--- src/rtl/term_pkg.sv ---
// Shared types and constants for the terminal mode register block: command codes,
// the fixed mode table, reset defaults and report status codes.
package term_pkg;

  typedef enum logic [3:0] {
    INIT_PN,
    EMIT_PN,
    SETMODE,
    RESETMODE,
    SETDEC,
    RESETDEC,
    SAVEDEC,
    RESTOREDEC,
    REQMODE,
    REQDEC
  } commands_type_e;

  localparam int unsigned MODE_TABLE_N = 8;

  // Entry i of the table owns bit i of the mode vector.
  localparam logic [7:0] MODE_PN [MODE_TABLE_N] = '{
    8'd6, 8'd7, 8'd12, 8'd25, 8'd4, 8'd20, 8'd5, 8'd1
  };
  localparam logic MODE_IS_DEC [MODE_TABLE_N] = '{
    1'b1, 1'b1, 1'b1, 1'b1, 1'b0, 1'b0, 1'b1, 1'b1
  };

  localparam logic [7:0] MODE_DEFAULT = 8'b0000_1110;

  localparam logic [1:0] RPT_NONE  = 2'd0;
  localparam logic [1:0] RPT_SET   = 2'd1;
  localparam logic [1:0] RPT_RESET = 2'd2;

  function automatic logic is_dec_cmd(commands_type_e c);
    return c inside {SETDEC, RESETDEC, SAVEDEC, RESTOREDEC, REQDEC};
  endfunction

endpackage

--- src/rtl/term_mode_ctrl_if.sv ---
// Command/report bus between the CSI parser and the terminal mode register block.
interface term_mode_ctrl_if #(
  parameter int unsigned PN_W      = 8,
  parameter int unsigned NUM_MODES = 8
);

  logic                         cmd_valid;
  logic                         cmd_ready;
  term_pkg::commands_type_e     cmd_type;
  logic [PN_W-1:0]              pn;
  logic [NUM_MODES-1:0]         mode_o;
  logic                         pn_overflow;
  logic                         rpt_valid;
  logic                         rpt_ready;
  logic                         rpt_dec;
  logic [PN_W-1:0]              rpt_pn;
  logic [1:0]                   rpt_status;

  modport master (
    output cmd_valid, cmd_type, pn, rpt_ready,
    input  cmd_ready, mode_o, pn_overflow, rpt_valid, rpt_dec, rpt_pn, rpt_status
  );

  modport slave (
    input  cmd_valid, cmd_type, pn, rpt_ready,
    output cmd_ready, mode_o, pn_overflow, rpt_valid, rpt_dec, rpt_pn, rpt_status
  );

endinterface

--- src/rtl/term_mode_decode.sv ---
// Combinational lookup of a (Pn, DEC/ANSI space) pair in the mode table.
module term_mode_decode
  import term_pkg::*;
#(
  parameter int unsigned PN_W      = 8,
  parameter int unsigned NUM_MODES = 8,
  localparam int unsigned IdxW     = $clog2(NUM_MODES)
) (
  input  logic [PN_W-1:0] pn,
  input  logic            is_dec,
  output logic            hit,
  output logic [IdxW-1:0] index
);

  always_comb begin
    hit   = 1'b0;
    index = '0;
    for (int unsigned i = 0; i < NUM_MODES; i++) begin
      if (!hit && (MODE_IS_DEC[i] == is_dec) && (pn == PN_W'(MODE_PN[i]))) begin
        hit   = 1'b1;
        index = IdxW'(i);
      end
    end
  end

endmodule

--- src/rtl/term_mode_ctrl.sv ---
// Terminal mode register block: buffers a Pn list, then applies set/reset,
// DEC save/restore or a mode report for it, one buffered Pn per cycle.
module term_mode_ctrl
  import term_pkg::*;
#(
  parameter int unsigned MAX_PARAMS = 8,
  parameter int unsigned NUM_MODES  = 8,
  parameter int unsigned PN_W       = 8
) (
  input logic             clk,
  input logic             rst,
  term_mode_ctrl_if.slave bus
);

  localparam int unsigned CntW  = $clog2(MAX_PARAMS + 1);
  localparam int unsigned BufIW = $clog2(MAX_PARAMS);
  localparam int unsigned MIdxW = $clog2(NUM_MODES);

  typedef enum logic [2:0] {StIdle, StApply, StSave, StRestore, StReport} state_e;

  state_e                 state_q;
  commands_type_e         cmd_q;
  logic [PN_W-1:0]        buf_q [MAX_PARAMS];
  logic [CntW-1:0]        count_q;
  logic [CntW-1:0]        idx_q;
  logic [NUM_MODES-1:0]   mode_q;
  logic [NUM_MODES-1:0]   save_q;
  logic                   overflow_q;
  logic                   rpt_valid_q;
  logic                   rpt_dec_q;
  logic [PN_W-1:0]        rpt_pn_q;
  logic [1:0]             rpt_status_q;

  logic                   hit;
  logic [MIdxW-1:0]       hit_idx;
  logic [NUM_MODES-1:0]   dec_mask;
  logic                   last;
  logic                   all_dec;

  term_mode_decode #(
    .PN_W      (PN_W),
    .NUM_MODES (NUM_MODES)
  ) u_decode (
    .pn     (buf_q[idx_q[BufIW-1:0]]),
    .is_dec (is_dec_cmd(cmd_q)),
    .hit    (hit),
    .index  (hit_idx)
  );

  always_comb begin
    dec_mask = '0;
    for (int unsigned i = 0; i < NUM_MODES; i++) begin
      dec_mask[i] = MODE_IS_DEC[i];
    end
  end

  assign last = (idx_q == count_q - CntW'(1));
  // A lone Pn 0 is the parser's empty list: save/restore covers every DEC mode.
  assign all_dec = (count_q == CntW'(1)) && (buf_q[0] == '0);

  always_ff @(posedge clk) begin
    if (rst) begin
      state_q      <= StIdle;
      cmd_q        <= INIT_PN;
      count_q      <= '0;
      idx_q        <= '0;
      mode_q       <= NUM_MODES'(MODE_DEFAULT);
      save_q       <= NUM_MODES'(MODE_DEFAULT);
      overflow_q   <= 1'b0;
      rpt_valid_q  <= 1'b0;
      rpt_dec_q    <= 1'b0;
      rpt_pn_q     <= '0;
      rpt_status_q <= RPT_NONE;
    end else begin
      unique case (state_q)
        StIdle: begin
          if (bus.cmd_valid) begin
            if (bus.cmd_type == INIT_PN) begin
              count_q    <= '0;
              overflow_q <= 1'b0;
            end else begin
              if (count_q < CntW'(MAX_PARAMS)) begin
                buf_q[count_q[BufIW-1:0]] <= bus.pn;
                count_q                   <= count_q + CntW'(1);
              end else begin
                overflow_q <= 1'b1;
              end
              cmd_q <= bus.cmd_type;
              idx_q <= '0;
              case (bus.cmd_type)
                SETMODE, RESETMODE, SETDEC, RESETDEC: state_q <= StApply;
                SAVEDEC:                              state_q <= StSave;
                RESTOREDEC:                           state_q <= StRestore;
                REQMODE, REQDEC:                      state_q <= StReport;
                default:                              state_q <= StIdle;
              endcase
            end
          end
        end
        StApply, StSave, StRestore: begin
          if (state_q == StApply) begin
            if (hit) mode_q[hit_idx] <= (cmd_q inside {SETMODE, SETDEC});
          end else if (state_q == StSave) begin
            if (all_dec)  save_q <= (save_q & ~dec_mask) | (mode_q & dec_mask);
            else if (hit) save_q[hit_idx] <= mode_q[hit_idx];
          end else begin
            if (all_dec)  mode_q <= (mode_q & ~dec_mask) | (save_q & dec_mask);
            else if (hit) mode_q[hit_idx] <= save_q[hit_idx];
          end
          if (last) state_q <= StIdle;
          else      idx_q   <= idx_q + CntW'(1);
        end
        StReport: begin
          if (!rpt_valid_q) begin
            rpt_valid_q  <= 1'b1;
            rpt_dec_q    <= (cmd_q == REQDEC);
            rpt_pn_q     <= buf_q[0];
            rpt_status_q <= hit ? (mode_q[hit_idx] ? RPT_SET : RPT_RESET) : RPT_NONE;
          end else if (bus.rpt_ready) begin
            rpt_valid_q <= 1'b0;
            state_q     <= StIdle;
          end
        end
        default: state_q <= StIdle;
      endcase
    end
  end

  assign bus.cmd_ready   = (state_q == StIdle);
  assign bus.mode_o      = mode_q;
  assign bus.pn_overflow = overflow_q;
  assign bus.rpt_valid   = rpt_valid_q;
  assign bus.rpt_dec     = rpt_dec_q;
  assign bus.rpt_pn      = rpt_pn_q;
  assign bus.rpt_status  = rpt_status_q;

endmodule

--- src/flat_wrapper.sv ---
// flat-port wrapper written by rule: the top's interface ports become plain ports
module term_mode_ctrl_flat import term_pkg::*;
#(
  parameter int unsigned MAX_PARAMS = 8,
  parameter int unsigned NUM_MODES  = 8,
  parameter int unsigned PN_W       = 8
)
  (clk, rst, bus_cmd_valid, bus_cmd_type, bus_pn, bus_rpt_ready, bus_cmd_ready, bus_mode_o, bus_pn_overflow, bus_rpt_valid, bus_rpt_dec, bus_rpt_pn, bus_rpt_status);
  term_mode_ctrl_if #(.PN_W(PN_W), .NUM_MODES(NUM_MODES)) bus_i ();
  input logic clk;
  input logic rst;
  input wire logic [$bits(bus_i.cmd_valid)-1:0] bus_cmd_valid;
  input wire logic [$bits(bus_i.cmd_type)-1:0] bus_cmd_type;
  input wire logic [$bits(bus_i.pn)-1:0] bus_pn;
  input wire logic [$bits(bus_i.rpt_ready)-1:0] bus_rpt_ready;
  output wire logic [$bits(bus_i.cmd_ready)-1:0] bus_cmd_ready;
  output wire logic [$bits(bus_i.mode_o)-1:0] bus_mode_o;
  output wire logic [$bits(bus_i.pn_overflow)-1:0] bus_pn_overflow;
  output wire logic [$bits(bus_i.rpt_valid)-1:0] bus_rpt_valid;
  output wire logic [$bits(bus_i.rpt_dec)-1:0] bus_rpt_dec;
  output wire logic [$bits(bus_i.rpt_pn)-1:0] bus_rpt_pn;
  output wire logic [$bits(bus_i.rpt_status)-1:0] bus_rpt_status;
  assign bus_i.cmd_valid = bus_cmd_valid;
  assign bus_i.cmd_type = bus_cmd_type;
  assign bus_i.pn = bus_pn;
  assign bus_i.rpt_ready = bus_rpt_ready;
  assign bus_cmd_ready = bus_i.cmd_ready;
  assign bus_mode_o = bus_i.mode_o;
  assign bus_pn_overflow = bus_i.pn_overflow;
  assign bus_rpt_valid = bus_i.rpt_valid;
  assign bus_rpt_dec = bus_i.rpt_dec;
  assign bus_rpt_pn = bus_i.rpt_pn;
  assign bus_rpt_status = bus_i.rpt_status;
  term_mode_ctrl #(.MAX_PARAMS(MAX_PARAMS), .NUM_MODES(NUM_MODES), .PN_W(PN_W)) u_core (.clk(clk), .rst(rst), .bus(bus_i));
endmodule
--- config.mk ---
export PLATFORM = sky130hd
export DESIGN_NAME = term_mode_ctrl_flat
export DESIGN_NICKNAME = d
export VERILOG_FILES = /design/src/rtl/term_pkg.sv /design/src/rtl/term_mode_ctrl_if.sv /design/src/rtl/term_mode_decode.sv /design/src/rtl/term_mode_ctrl.sv /design/src/flat_wrapper.sv
export SDC_FILE = /design/constraint.sdc
export NUM_CORES = 1
export LEC_CHECK = 0
export CORE_AREA = 2 2 97 99
export DETAILED_ROUTE_END_ITERATION = 10
export DIE_AREA = 0 0 99 101
export GPL_ROUTABILITY_DRIVEN = 0
export PLACE_DENSITY = 0.78
export SETUP_SLACK_MARGIN = 0.15
export SYNTH_ARGS = -nofsm -noshare
export SYNTH_HDL_FRONTEND = slang
export SYNTH_SLANG_ARGS = --single-unit
--- constraint.sdc ---
create_clock -name clk -period 4.8 [get_ports clk]
set_input_delay 0.96 -clock clk [delete_from_list [all_inputs] [get_ports clk]]
set_output_delay 0.96 -clock clk [all_outputs]
set_load 0.05 [all_outputs]
==> results_tabular.tex, run 1 <==
\begin{tabular}{lr}
\hline
Metric & Value \\
\hline
\multicolumn{2}{l}{\textbf{Clock network}} \\
CTS root buf & sky130\_fd\_sc\_hd\_\_clkbuf\_8 \\
Clock sink total & between 100 and 150 \\
Worst-skew pair later-pin latency & around 370 ps \\
TritonCTS clock tree & done \\
Bufs on Longest Clock Path & 2 \\
Clk slew on worst S/H paths & roughly 110 ps \\
Number of clock buffers inserted by TritonCTS & 9 \\
Quantity of gates resized following cts & 0 \\
Number of buffers inserted to repair setup after CTS & 0 \\
H-tree depth & 3 \\
Hold\_buf cts & 0 \\
\multicolumn{2}{l}{\textbf{Timing}} \\
Share of the clock period used by the worst path after layout & approximately 87\% \\
Number of failing setup endpoints in the final timing report & 0 \\
Pins over their slew limit & 0 \\
RSZ-0062 raised after global routing & false \\
Clock Skew & $\sim$20 ps \\
Relative slew margins & approximately 36\% \\
Total Neg Setup Slack & 0 ps \\
Highest Clock Rate & roughly 0.24 GHz \\
Worst-margin pin slew & 949 ps \\
Final Hold Violating Endpoints & 0 \\
Smallest hold slack & about 470 ps \\
Clock period minus worst slack & $\sim$4200 ps \\
\multicolumn{2}{l}{\textbf{Yosys}} \\
Total of flip-flops plus latches after synthesis & approximately 110 \\
Syn nets & about 480 \\
Share of flip-flops with an asynchronous set or reset after synthesis & 0\% \\
Average footprint of a synthesized cell & between 10 and 15 um\^{}2 \\
Most used flip-flop cell after synthesis & sky130\_fd\_sc\_hd\_\_edfxtp\_1 \\
Distinct cells, synth & between 60 and 70 \\
Instance count of the mapped netlist & around 460 \\
Post-synthesis cell area & 5120 um\^{}2 \\
Post-synthesis sequential area ratio & between 50\% and 60\% \\
Yosys warning count & 0 \\
Count of flip-flops with a built-in enable after synthesis & 64 \\
\multicolumn{2}{l}{\textbf{Route}} \\
DRC violation count after routing & 0 \\
1st-iter DRT viols & 318 \\
First drt pass iteration count & 6 \\
Wire length reported by the detailed router & 11700 um \\
Antenna Nets Post-Route & 0 \\
Post-detailed-route via-to-cell ratio & around 6.4 \\
WL per Instance & roughly 19 um \\
Total number of vias & $\sim$3900 \\
\multicolumn{2}{l}{\textbf{Worst setup path}} \\
Startpoint type of the worst setup path & flop \\
Worst setup EP type & flop \\
Data arrival time at the worst-slack endpoint & approximately 4400 ps \\
Maximum fanout along the worst path & 18 \\
Endpoint of the most critical register-to-register path & u\_core.bus.mode\_o[2]\$\_SDFFE\_PP1P\_ \\
Critical path required time & 5060 ps \\
Depth of the most critical reg-to-reg path & 9 \\
Setup slack of the most critical reg-to-reg path & approximately 650 ps \\
CP Class & flop to flop \\
\multicolumn{2}{l}{\textbf{Power and ir drop}} \\
Leak pwr & between 1.5 and 2 nW \\
Peak supply drop & around 0.23 mV \\
Power Density & between 300 and 400 nW/um\^{}2 \\
\multicolumn{2}{l}{\textbf{Min path}} \\
Endpoint of the worst hold path & u\_core.bus.rpt\_status[1]\$\_SDFFE\_PP0P\_ \\
Worst Hold Class & flop to flop \\
Instance count along the most critical hold path & 2 \\
Startpoint of the most critical hold path & u\_core.bus.rpt\_status[1]\$\_SDFFE\_PP0P\_ \\
\multicolumn{2}{l}{\textbf{Cells and area}} \\
Fin nets & 511 \\
Share of final-layout standard cells stronger than drive strength 1 & approximately 8.5\% \\
Post-synthesis to final-layout area growth & 12.8\% \\
Antenna diode count & 0 \\
\multicolumn{2}{l}{\textbf{Floorplan}} \\
Die ar. & roughly 10000 um\^{}2 \\
Die Span Y & a little over 100 um \\
Width of the die & around 99 um \\
Initial Util & between 50\% and 60\% \\
Number of placement rows & 35 \\
Area of the core & around 9000 um\^{}2 \\
Total I/O pin count & 38 \\
\multicolumn{2}{l}{\textbf{Global route}} \\
Number of global-route vias before repair & around 3600 \\
Maximum number of pins on one net before global-route repair & 45 \\
Global routing usage summed across all routing layers & between 20\% and 30\% \\
Wire length of the first global-routing pass & $\sim$19000 um \\
Initial antenna violation count & 0 \\
Residual overflow from global routing & 0 \\
\multicolumn{2}{l}{\textbf{Placed design}} \\
Half-perimeter wire length of the detailed placement result & a little over 8000 um \\
Number of buffer cells added on primary ports & 37 \\
\multicolumn{2}{l}{\textbf{Status}} \\
Outcome & completed \\
\multicolumn{2}{l}{\textbf{Flow run}} \\
Number of maximum-capacitance violations & 0 \\
\hline
\end{tabular}
power by group:
part | internal, W | switching [W]
registers | 0.00102 | 0.0000224
logic | 0.0000718 | 0.000107
clock network | 0.000203 | 0.000340
cells by family (layout without fill, tap and decap cells):
family | count (synthesis) | in the layout | synth area share [%]
AND/OR/NAND/NOR | 176 | 176 | 16.8
flip-flops | 111 | 111 | 55.9
AO/OA/AOI/OAI | 98 | 98 | 12.8
buffers and inverters | 31 | 69 | 2.64
multiplexers | 28 | 28 | 9.14
XOR/XNOR | 10 | 10 | 1.71
adder cells (fa/ha/maj) | 4 | 4 | 0.978
critical path, stage by stage (launching register included):
cell and delay, ps:
sky130_fd_sc_hd__dfxtp_1 890, sky130_fd_sc_hd__mux4_1 660, sky130_fd_sc_hd__mux2i_1 620, sky130_fd_sc_hd__nor4_1 250
sky130_fd_sc_hd__o2111ai_1 190, sky130_fd_sc_hd__a21oi_1 110, sky130_fd_sc_hd__a2111oi_0 580, sky130_fd_sc_hd__o211ai_1 240
sky130_fd_sc_hd__and2_1 270, sky130_fd_sc_hd__o31ai_1 250
cells in the mapped netlist (4+ instances only):
library cell               count  area [um^2]
sky130_fd_sc_hd__nor2_1       45          169
sky130_fd_sc_hd__a211oi_1      6         45.0
sky130_fd_sc_hd__or4_1         4         30.0
sky130_fd_sc_hd__xnor2_1       8         70.1
sky130_fd_sc_hd__dfxtp_1      47          941
sky130_fd_sc_hd__nand2b_1      7         43.8
sky130_fd_sc_hd__nand3_1       8         40.0
sky130_fd_sc_hd__o31ai_1       5         37.5
sky130_fd_sc_hd__o22ai_1       4         25.0
sky130_fd_sc_hd__clkbuf_1     17         63.8
sky130_fd_sc_hd__mux4_2        6          135
sky130_fd_sc_hd__mux4_1        6          158
sky130_fd_sc_hd__and2_1        6         37.5
sky130_fd_sc_hd__a21oi_1      31          155
sky130_fd_sc_hd__nor4_1        8         50.1
sky130_fd_sc_hd__nand2_1      50          188
sky130_fd_sc_hd__nor2b_1       4         25.0
sky130_fd_sc_hd__nor3_1       19         95.1
sky130_fd_sc_hd__edfxtp_1     64         1920
sky130_fd_sc_hd__mux2i_1       9         90.1
sky130_fd_sc_hd__mux2_2        5         56.3
sky130_fd_sc_hd__nor3b_1       6         45.0
sky130_fd_sc_hd__ha_1          4         50.1
sky130_fd_sc_hd__a221oi_1      8         70.1
sky130_fd_sc_hd__inv_1         9         33.8
sky130_fd_sc_hd__o21ai_0      13         65.1
cell usage in the layout, fill, tap and decap left out, types with 9 or more instances in the layout:
| master | netlist | final |
|---|---|---|
| sky130_fd_sc_hd__clkdlybuf4s50_1 | 0 | 37 |
| sky130_fd_sc_hd__nand2_1 | 50 | 50 |
| sky130_fd_sc_hd__o21ai_0 | 13 | 13 |
| sky130_fd_sc_hd__a21oi_1 | 31 | 31 |
| sky130_fd_sc_hd__nor3_1 | 19 | 19 |
| sky130_fd_sc_hd__inv_1 | 9 | 9 |
| sky130_fd_sc_hd__clkbuf_8 | 0 | 9 |
| sky130_fd_sc_hd__mux2i_1 | 9 | 9 |
| sky130_fd_sc_hd__edfxtp_1 | 64 | 64 |
| sky130_fd_sc_hd__dfxtp_1 | 47 | 47 |
| sky130_fd_sc_hd__nor2_1 | 45 | 45 |
area by class of cell:
type	instances	area [um^2]
clock inverters	7	72.6
repair buffers	44	423
multi-input cells	316	2120
well taps	111	139
flip-flops and latches	111	2860
inverters	9	33.8
clock buffers	9	124
fillers	678	3200
registers in the layout, indices dropped and copies added (netlist names), named ones only:
name and count:
u_core.count_q 4, u_core.bus.rpt_dec 1, u_core.bus.rpt_pn 8, u_core.bus.pn_overflow 1, u_core.save_q 8, u_core.bus.rpt_valid 1
u_core.bus.mode_o 8, u_core.state_q 3, u_core.cmd_q 4, u_core.buf_q 64, u_core.idx_q 4, u_core.bus.rpt_status 2
through the flow:
stage                     utilization, %  cells  instance area [um^2]  setup WS (ps)  total power, W
after floorplan                        -    458                  5120           1440         0.00118
after global placement              62.1    591                  5580           1010         0.00124
after detailed placement            62.1    591                  5580            751         0.00124
after CTS                           64.3    607                  5780            723         0.00178
after global routing                64.3    607                  5780            226         0.00183
final                               64.3    607                  5780            648         0.00177
per-layer routing:
| metal | part of all wire [%] | vias to the layer above | wire length, um | track usage, % |
|---|---|---|---|---|
| met2 | 49 | 189 | 5750 | 41.8 |
| met3 | 8.2 | 37 | 964 | 5.13 |
| met4 | 2.5 | 0 | 294 | 6.85 |
| li1 | - | 1810 | - | - |
| met5 | 0 | - | 0 | 0 |
| met1 | 40 | 1828 | 4720 | 31.9 |
worst max-delay path by stage:
stage | slack, ps | to
2_1_floorplan | 1440 | u_core.save_q[0]$_SDFFE_PP0P_
3_3_place_gp | 1010 | u_core.bus.mode_o[3]$_SDFFE_PP1P_
3_5_place_dp | 750 | u_core.bus.mode_o[2]$_SDFFE_PP1P_
4_1_cts | 720 | u_core.bus.mode_o[2]$_SDFFE_PP1P_
5_1_grt | 230 | u_core.bus.mode_o[1]$_SDFFE_PP1P_
6_report | 650 | u_core.bus.mode_o[2]$_SDFFE_PP1P_
Note: power is estimated with default switching activity, not from simulation.
==> inputs of run 2 (changes only) <==
- CORE_AREA: 2 2 97 99 -> 2 2 95 97
- CTS_BUF_LIST: not set -> sky130_fd_sc_hd__clkbuf_2 sky130_fd_sc_hd__clkbuf_4 sky130_fd_sc_hd__clkbuf_8
- DIE_AREA: 0 0 99 101 -> 0 0 97 99
- PLACE_DENSITY: 0.78 -> 0.81
==> run 2 against run 1 <==
Clock skew decreased by 8.8 ps. Global-route usage is essentially flat. Routed wire length decreased by 3.2%. Die area decreased by 4.0%. Worst hold slack worse by 9.8 ps. First-iteration DRC count shrank 25%. Sequential share of layout area is 0.097 points higher. Critical path depth fell by 1. Worst setup slack worse by 73 ps. Largest power group unchanged. Register-to-register slack lost 70 ps. Clock power increased by 5.0%.
==> results_tabular.tex, run 2 (synthesis results as in run 1) <==
\begin{tabular}{lr}
\hline
Metric & Value \\
\hline
\multicolumn{2}{l}{\textbf{Status}} \\
Outcome & completed \\
\multicolumn{2}{l}{\textbf{Power and ir drop}} \\
Leak pwr & 1.82 nW (-0.49\%) \\
Sw Pwr & 0.000452 W (-3.7\%) \\
Tot Pwr & 0.00179 W (+1.6\%) \\
Share of total power in sequential cells & 58.2\% (-0.9 points) \\
Power share of the clock group & 31.8\% (+1.1 points) \\
Power Density & 311 nW/um\^{}2 (+1.8\%) \\
Combinational group share of total power & 10.0\% (about the same) \\
Peak supply drop & 0.220 mV (-3.9\%) \\
Switching power as a share of total power & 25.2\% (-1.4 points) \\
Internal Pwr Total & 0.00134 W (+3.5\%) \\
\multicolumn{2}{l}{\textbf{Clock network}} \\
Quantity of gates resized following cts & 0 (unchanged) \\
Hold\_buf cts & 0 (unchanged) \\
Worst-skew pair later-pin latency & 370 ps (about the same) \\
Clk slew on worst S/H paths & 110 ps (about the same) \\
Number of clock buffers inserted by TritonCTS & 9 (unchanged) \\
Bufs on Longest Clock Path & 2 (unchanged) \\
H-tree depth & 3 (unchanged) \\
TritonCTS clock tree & done \\
CTS root buf & sky130\_fd\_sc\_hd\_\_clkbuf\_8 \\
Number of buffers inserted to repair setup after CTS & 0 (unchanged) \\
Clock sink total & 111 (unchanged) \\
\multicolumn{2}{l}{\textbf{Worst setup path}} \\
Sequence of cells on the critical path & mux4\_1 -> mux2i\_1 -> or4\_1 -> a21oi\_2 -> and2\_1 -> o31ai\_1 -> nor4\_1 -> a311oi\_1 \\
Critical path's slowest cell & sky130\_fd\_sc\_hd\_\_o31ai\_1 \\
Setup slack of the most critical reg-to-reg path & 570 ps (-70 ps) \\
Startpoint type of the worst setup path & flop \\
Depth of the most critical reg-to-reg path & 8 (-1) \\
Endpoint of the most critical register-to-register path & u\_core.bus.mode\_o[5]\$\_SDFFE\_PP0P\_ \\
Maximum fanout along the worst path & 18 (unchanged) \\
CP Class & flop to flop \\
Critical Path Max Stage Delay & 960 ps (+70 ps) \\
Worst setup EP type & flop \\
Data arrival time at the worst-slack endpoint & 4500 ps (+80 ps) \\
Critical path required time & 5080 ps (+20 ps) \\
\multicolumn{2}{l}{\textbf{Timing}} \\
Highest Clock Rate & 0.237 GHz (-1.7\%) \\
Share of the clock period used by the worst path after layout & 88.0\% (+1.5 points) \\
Smallest hold slack & 458 ps (-9.81 ps) \\
Clock Skew & 11.4 ps (-8.76 ps) \\
Final setup slack of the worst path & 574 ps (-73.4 ps) \\
Worst-margin pin slew & 1130 ps (+182 ps) \\
RSZ-0062 raised after global routing & false \\
Clock period minus worst slack & 4230 ps (+73.4 ps) \\
Relative slew margins & 23.9\% (-12 points) \\
Number of failing setup endpoints in the final timing report & 0 (unchanged) \\
Total Neg Setup Slack & 0 ps (unchanged) \\
Final Hold Violating Endpoints & 0 (unchanged) \\
Pins over their slew limit & 0 (unchanged) \\
\multicolumn{2}{l}{\textbf{Cells and area}} \\
Highest-count cells in the layout ignoring fill and taps & 64 x sky130\_fd\_sc\_hd\_\_edfxtp\_1, 50 x sky130\_fd\_sc\_hd\_\_nand2\_1, 47 x sky130\_fd\_sc\_hd\_\_dfxtp\_1, 45 x sky130\_fd\_sc\_hd\_\_nor2\_1, 37 x sky130\_fd\_sc\_hd\_\_clkdlybuf4s50\_1 \\
Commonest non-fill, non-tap cell in the layout & sky130\_fd\_sc\_hd\_\_edfxtp\_1 \\
Post-synthesis to final-layout area growth & 12.6\% \\
Antenna diode count & 0 (unchanged) \\
Share of final-layout standard cells stronger than drive strength 1 & 8.10\% (-0.37 points) \\
Max FFs per register & 64 (unchanged) \\
Finished Core Util & 67.4\% (+3.1 points) \\
Fin nets & 509 (-0.39\%) \\
\multicolumn{2}{l}{\textbf{Route}} \\
Antenna Nets Post-Route & 0 (unchanged) \\
1st-iter DRT viols & 240 (-25\%) \\
Post-detailed-route via-to-cell ratio & 6.33 (-0.63\%) \\
DRC violation count after routing & 0 (unchanged) \\
WL per Instance & 18.9 um (-2.4\%) \\
First drt pass iteration count & 5 (-1) \\
Total number of vias & 3808 (-1.4\%) \\
Wire length reported by the detailed router & 11400 um (-3.2\%) \\
\multicolumn{2}{l}{\textbf{Placed design}} \\
Number of buffer cells added on primary ports & 37 (unchanged) \\
Half-perimeter wire length of the detailed placement result & 8160 um (-1.8\%) \\
Placement-stage worst setup slack & 682 ps (-68.8 ps) \\
\multicolumn{2}{l}{\textbf{Global route}} \\
Number of global-route vias before repair & 3630 (-0.41\%) \\
Global routing usage summed across all routing layers & 24.5\% (about the same) \\
Wire length of the first global-routing pass & 18500 um (-2.2\%) \\
Initial antenna violation count & 0 (unchanged) \\
Residual overflow from global routing & 0 (unchanged) \\
Maximum number of pins on one net before global-route repair & 45 (unchanged) \\
\multicolumn{2}{l}{\textbf{Min path}} \\
Instance count along the most critical hold path & 2 (unchanged) \\
Endpoint of the worst hold path & u\_core.bus.rpt\_status[1]\$\_SDFFE\_PP0P\_ \\
Startpoint of the most critical hold path & u\_core.bus.rpt\_status[1]\$\_SDFFE\_PP0P\_ \\
Worst Hold Class & flop to flop \\
\multicolumn{2}{l}{\textbf{Floorplan}} \\
Area of the core & 8550 um\^{}2 (-4.8\%) \\
Width of the die & 97 um (-2.0\%) \\
Number of placement rows & 34 (-2.9\%) \\
Die Span Y & 99 um (-2.0\%) \\
Total I/O pin count & 38 (unchanged) \\
Initial Util & 59.9\% (+2.8 points) \\
Die ar. & 9600 um\^{}2 (-4.0\%) \\
\multicolumn{2}{l}{\textbf{Flow run}} \\
Number of maximum-capacitance violations & 0 (unchanged) \\
\hline
\end{tabular}
==> run 2: changes by cell type in the layout (fill, tap and decap cells not counted) <==
cell                         previous run  this run
sky130_fd_sc_hd__clkinvlp_4             0         1
sky130_fd_sc_hd__bufinv_16              0         1
sky130_fd_sc_hd__inv_8                  0         1
sky130_fd_sc_hd__clkinv_8               2         0
sky130_fd_sc_hd__buf_4                  7         5
sky130_fd_sc_hd__inv_6                  3         2
==> run 2: metrics by stage <==
stage,cell area [um^2],instances
3_3_place_gp,5560,586
3_5_place_dp,5560,586
6_report,5760,602
5_1_grt,5760,602
4_1_cts,5760,602
2_1_floorplan,5120,458
==> run 2: cell type report <==
class	instances	area, um^2
Clock buffer	9	124
Timing Repair Buffer	42	408
Tap cell	108	135
Inverter	9	33.8
Fill cell	629	2790
Clock inverter	7	80.1
Multi-Input combinational cell	316	2120
Sequential cell	111	2860
==> run 2: worst max path at each step <==
stage	endpoint	slack, ps
6_report	u_core.bus.mode_o[5]$_SDFFE_PP0P_	570
5_1_grt	u_core.bus.mode_o[5]$_SDFFE_PP0P_	310
4_1_cts	u_core.bus.mode_o[5]$_SDFFE_PP0P_	650
3_5_place_dp	u_core.bus.mode_o[5]$_SDFFE_PP0P_	680
3_3_place_gp	u_core.bus.mode_o[5]$_SDFFE_PP0P_	770
2_1_floorplan	u_core.save_q[0]$_SDFFE_PP0P_	1440
==> run 2: critical path: cells and delay by family, from the launching register on <==
kind	cells	cell delay, ps
flops	1	900
simple gates	3	630
mux	2	1270
compound gates	3	1330
==> run 2: layer usage <==
metal	GRT usage, %	vias up	wire, um	part of all wire, %
met5	0	-	0	0
met4	9.64	0	388	3.4
met3	5.32	33	676	6.0
met2	41.3	172	5540	49
met1	31.1	1802	4760	42
li1	-	1801	-	-
==> run 2: power groups by stage <==
stage                     combinational, W  sequential (W)  clock (W)
final                             0.000179         0.00104   0.000570
after global routing              0.000196         0.00105   0.000617
after CTS                         0.000177         0.00104   0.000577
after detailed placement          0.000176         0.00107          0
after global placement            0.000172         0.00107          0
after floorplan                   0.000123         0.00106          0
==> inputs of run 3 (changes only) <==
==> constraint.sdc (replaced) <==
create_clock -name clk -period 4.8 [get_ports clk]
set_input_delay 0.96 -clock clk [delete_from_list [all_inputs] [get_ports clk]]
set_output_delay 0.96 -clock clk [all_outputs]
set_load 0.01 [all_outputs]
==> results of run 3 <==
Same layout as run 2 (identical final DEF). Status: completed.
Among the figures that moved: total power 0.00179 W -> 0.00178 W
==> RTL change, RTL diff (flow settings as in run 2) <==
`PN_W` is set to 8 in 4 places; all go to 6.
--- a/src/rtl/term_mode_ctrl_if.sv
+++ b/src/rtl/term_mode_ctrl_if.sv
@@ -1,6 +1,6 @@
 // Command/report bus between the CSI parser and the terminal mode register block.
 interface term_mode_ctrl_if #(
-  parameter int unsigned PN_W      = 8,
+  parameter int unsigned PN_W      = 6,
   parameter int unsigned NUM_MODES = 8
 );
 
--- a/src/rtl/term_mode_decode.sv
+++ b/src/rtl/term_mode_decode.sv
@@ -2,7 +2,7 @@
 module term_mode_decode
   import term_pkg::*;
 #(
-  parameter int unsigned PN_W      = 8,
+  parameter int unsigned PN_W      = 6,
   parameter int unsigned NUM_MODES = 8,
   localparam int unsigned IdxW     = $clog2(NUM_MODES)
 ) (
--- a/src/rtl/term_mode_ctrl.sv
+++ b/src/rtl/term_mode_ctrl.sv
@@ -5,7 +5,7 @@
 #(
   parameter int unsigned MAX_PARAMS = 8,
   parameter int unsigned NUM_MODES  = 8,
-  parameter int unsigned PN_W       = 8
+  parameter int unsigned PN_W       = 6
 ) (
   input logic             clk,
   input logic             rst,
--- a/src/flat_wrapper.sv
+++ b/src/flat_wrapper.sv
@@ -3,7 +3,7 @@
 #(
   parameter int unsigned MAX_PARAMS = 8,
   parameter int unsigned NUM_MODES  = 8,
-  parameter int unsigned PN_W       = 8
+  parameter int unsigned PN_W       = 6
 )
   (clk, rst, bus_cmd_valid, bus_cmd_type, bus_pn, bus_rpt_ready, bus_cmd_ready, bus_mode_o, bus_pn_overflow, bus_rpt_valid, bus_rpt_dec, bus_rpt_pn, bus_rpt_status);
   term_mode_ctrl_if #(.PN_W(PN_W), .NUM_MODES(NUM_MODES)) bus_i ();
Ports: changed (resized bus_pn and bus_rpt_pn); port bits go from 38 to 34. No check against the original RTL was run, so the function may have changed too.
==> RTL change against run 2 <==
Wire length is 2.4% lower. Total power is 11% lower. Combinational power is 4% higher. Final cell count is 5.6% lower. Critical path depth is 1 higher. Sequential cell count is 18 lower. Design area is 10% lower. Setup slack better by 0.39 ns. Synthesized area is 11% lower. Core utilization is 6.9 points lower. Largest power group unchanged.
==> RTL change: results (changes against run 2) <==
- Post-synthesis cell type count: 64 (was 63)
- Ant. Diodes: 0 (unchanged)
- Crit Path Max Fanout: 11 (was 18)
- Top cells by count, synth: edfxtp_1, dfxtp_1, nor2_1 (was edfxtp_1, nand2_1, dfxtp_1)
- Mean Syn Cell Area: 10.7 µm² (was 11.2 µm²)
- DP Cell Count: 552 (was 586)
- Post-cts resize count: 0 (unchanged)
- Pin count of the biggest net entering global routing: 34 (was 45)
- Clk buf depth: 2 (unchanged)
- Sw frac: 0.269 (was 0.252)
- Initial antenna violation count: 0 (unchanged)
- Sequential fraction of the synthesis area: 0.512 (was 0.559)
- Synth async-reset ratio: 0 (unchanged)
- Root buffer cell: clkbuf_8 (unchanged)
- Top cells by area, synth: edfxtp_1, dfxtp_1, mux4_2, nor2_1, a21oi_1 (was edfxtp_1, dfxtp_1, nand2_1, nor2_1, mux4_1)
- Skew final: 0.00762 ns (was 0.0114 ns)
- Worst EP arrival: 4.07 ns (was 4.50 ns)
- FILL cells: 671 (was 629)
- Peak supply drop: 217 µV (was 220 µV)
- Outcome: finished, final reports clean (unchanged)
- Reg clk slew, reported paths: 0.09 ns (was 0.11 ns)
- Vias: 3629 (was 3808)
- Detailed placer's ending HPWL: 7950 µm (was 8160 µm)
- First-pass GRT wire length: 17900 µm (was 18500 µm)
- Final non-filler cell total: 568 (was 602)
- Leakage power: 1.62 nW (was 1.82 nW)
- Syn Nets: 446 (was 478)
- Drt pass-1 iters: 5 (unchanged)
- IO buf count: 33 (was 37)
- Post-CTS Setup Bufs: 0 (unchanged)
- Synth warnings: 0 (unchanged)
- Routed length per placed instance: 19.5 µm (was 18.9 µm)
- FF-to-FF setup slack: 0.97 ns (was 0.57 ns)
- GRT Util Overall: 0.235 (was 0.245)
- Clk_lat worst skew: 0.37 ns (about the same)
- Hold WC Path Type: reg -> reg (unchanged)
- Synth Flop Type: edfxtp_1 (unchanged)
- Worst relative slew slack: 0.352 (was 0.239)
- CTS Buf Count: 9 (unchanged)
- Initial DRC Count: 206 (was 240)
- Layout cells sized above 1: 0.102 (was 0.0810)
- Total Nets Final: 473 (was 509)
- EDFF count, synth: 48 (was 64)
- H-tree Lvls: 3 (unchanged)
- Max reg flops: 48 (was 64)
- Number of global-route vias before repair: 3535 (was 3630)
-- RTL change: final cells by class --
type / count / area (µm²) / area share
Multi-Input combinational cell: 309 / 2110 / 0.408
Clock buffer: 9 / 124 / 0.0239
Timing Repair Buffer: 36 / 353 / 0.0682
Clock inverter: 7 / 83.8 / 0.0162
Tap cell: 108 / 135 / 0.0261
Inverter: 6 / 22.5 / 0.00435
Sequential cell: 93 / 2340 / 0.453
-- RTL change: final timing paths --
check / from / end / cells past startpoint
hold / removal: u_core.bus.rpt_status[1] / u_core.bus.rpt_status[1] / 2
setup / recovery: flop / u_core.bus.mode_o[2] / 9
hold reg to reg: u_core.bus.rpt_status[1] / u_core.bus.rpt_status[1] / 2
setup reg to reg: flop / u_core.bus.mode_o[2] / 9
-- RTL change: logic make-up (layout without fill, tap and decap cells) --
| logic type | Yosys count | count (layout) | synth area share |
|---|---|---|---|
| buffers and inverters | 26 | 58 | 0.0257 |
| flip-flops | 93 | 93 | 0.512 |
| XOR/XNOR | 11 | 11 | 0.0211 |
| adder cells (fa/ha/maj) | 4 | 4 | 0.0109 |
| AND/OR/NAND/NOR | 171 | 171 | 0.186 |
| AO/OA/AOI/OAI | 95 | 95 | 0.144 |
| multiplexers | 28 | 28 | 0.0996 |
-- RTL change: routing by layer --
metal,vias to the layer above,routed length (µm),GRT usage
met4,0,358,0.104
met1,1726,4580,0.294
met5,-,0,0
met3,35,777,0.0525
met2,177,5370,0.395
li1,1691,-,-
-- RTL change: power by group through the flow --
stage,combinational (W),clock (W),sequential (W)
finish,0.000187,0.000547,0.000868
global route,0.000202,0.000579,0.000871
CTS,0.000184,0.000552,0.000868
detailed placement,0.000182,0,0.000886
global placement,0.000176,0,0.000885
floorplan,0.000129,0,0.000883
-- RTL change: critical path: stages (launching register included) --
cell      delay, ns
dfxtp_1        0.49
buf_4          0.29
mux4_2         0.54
mux2_2         0.32
nor3_1         0.38
o211ai_1       0.27
a41oi_1        0.76
o21ai_0        0.22
a221oi_1       0.29
o311ai_1       0.13
-- RTL change: stage by stage --
| stage | hold WS [ns] | utilization | worst slack, ns | cell area [µm²] |
|---|---|---|---|---|
| 4_1_cts | 0.460 | 0.605 | 0.986 | 5170 |
| 2_1_floorplan | 0.453 | - | 1.75 | 4570 |
| 6_report | 0.457 | 0.605 | 0.967 | 5170 |
| 5_1_grt | 0.487 | 0.605 | 0.667 | 5170 |
| 3_3_place_gp | 0.442 | 0.581 | 1.14 | 4960 |
| 3_5_place_dp | 0.449 | 0.581 | 1.01 | 4960 |
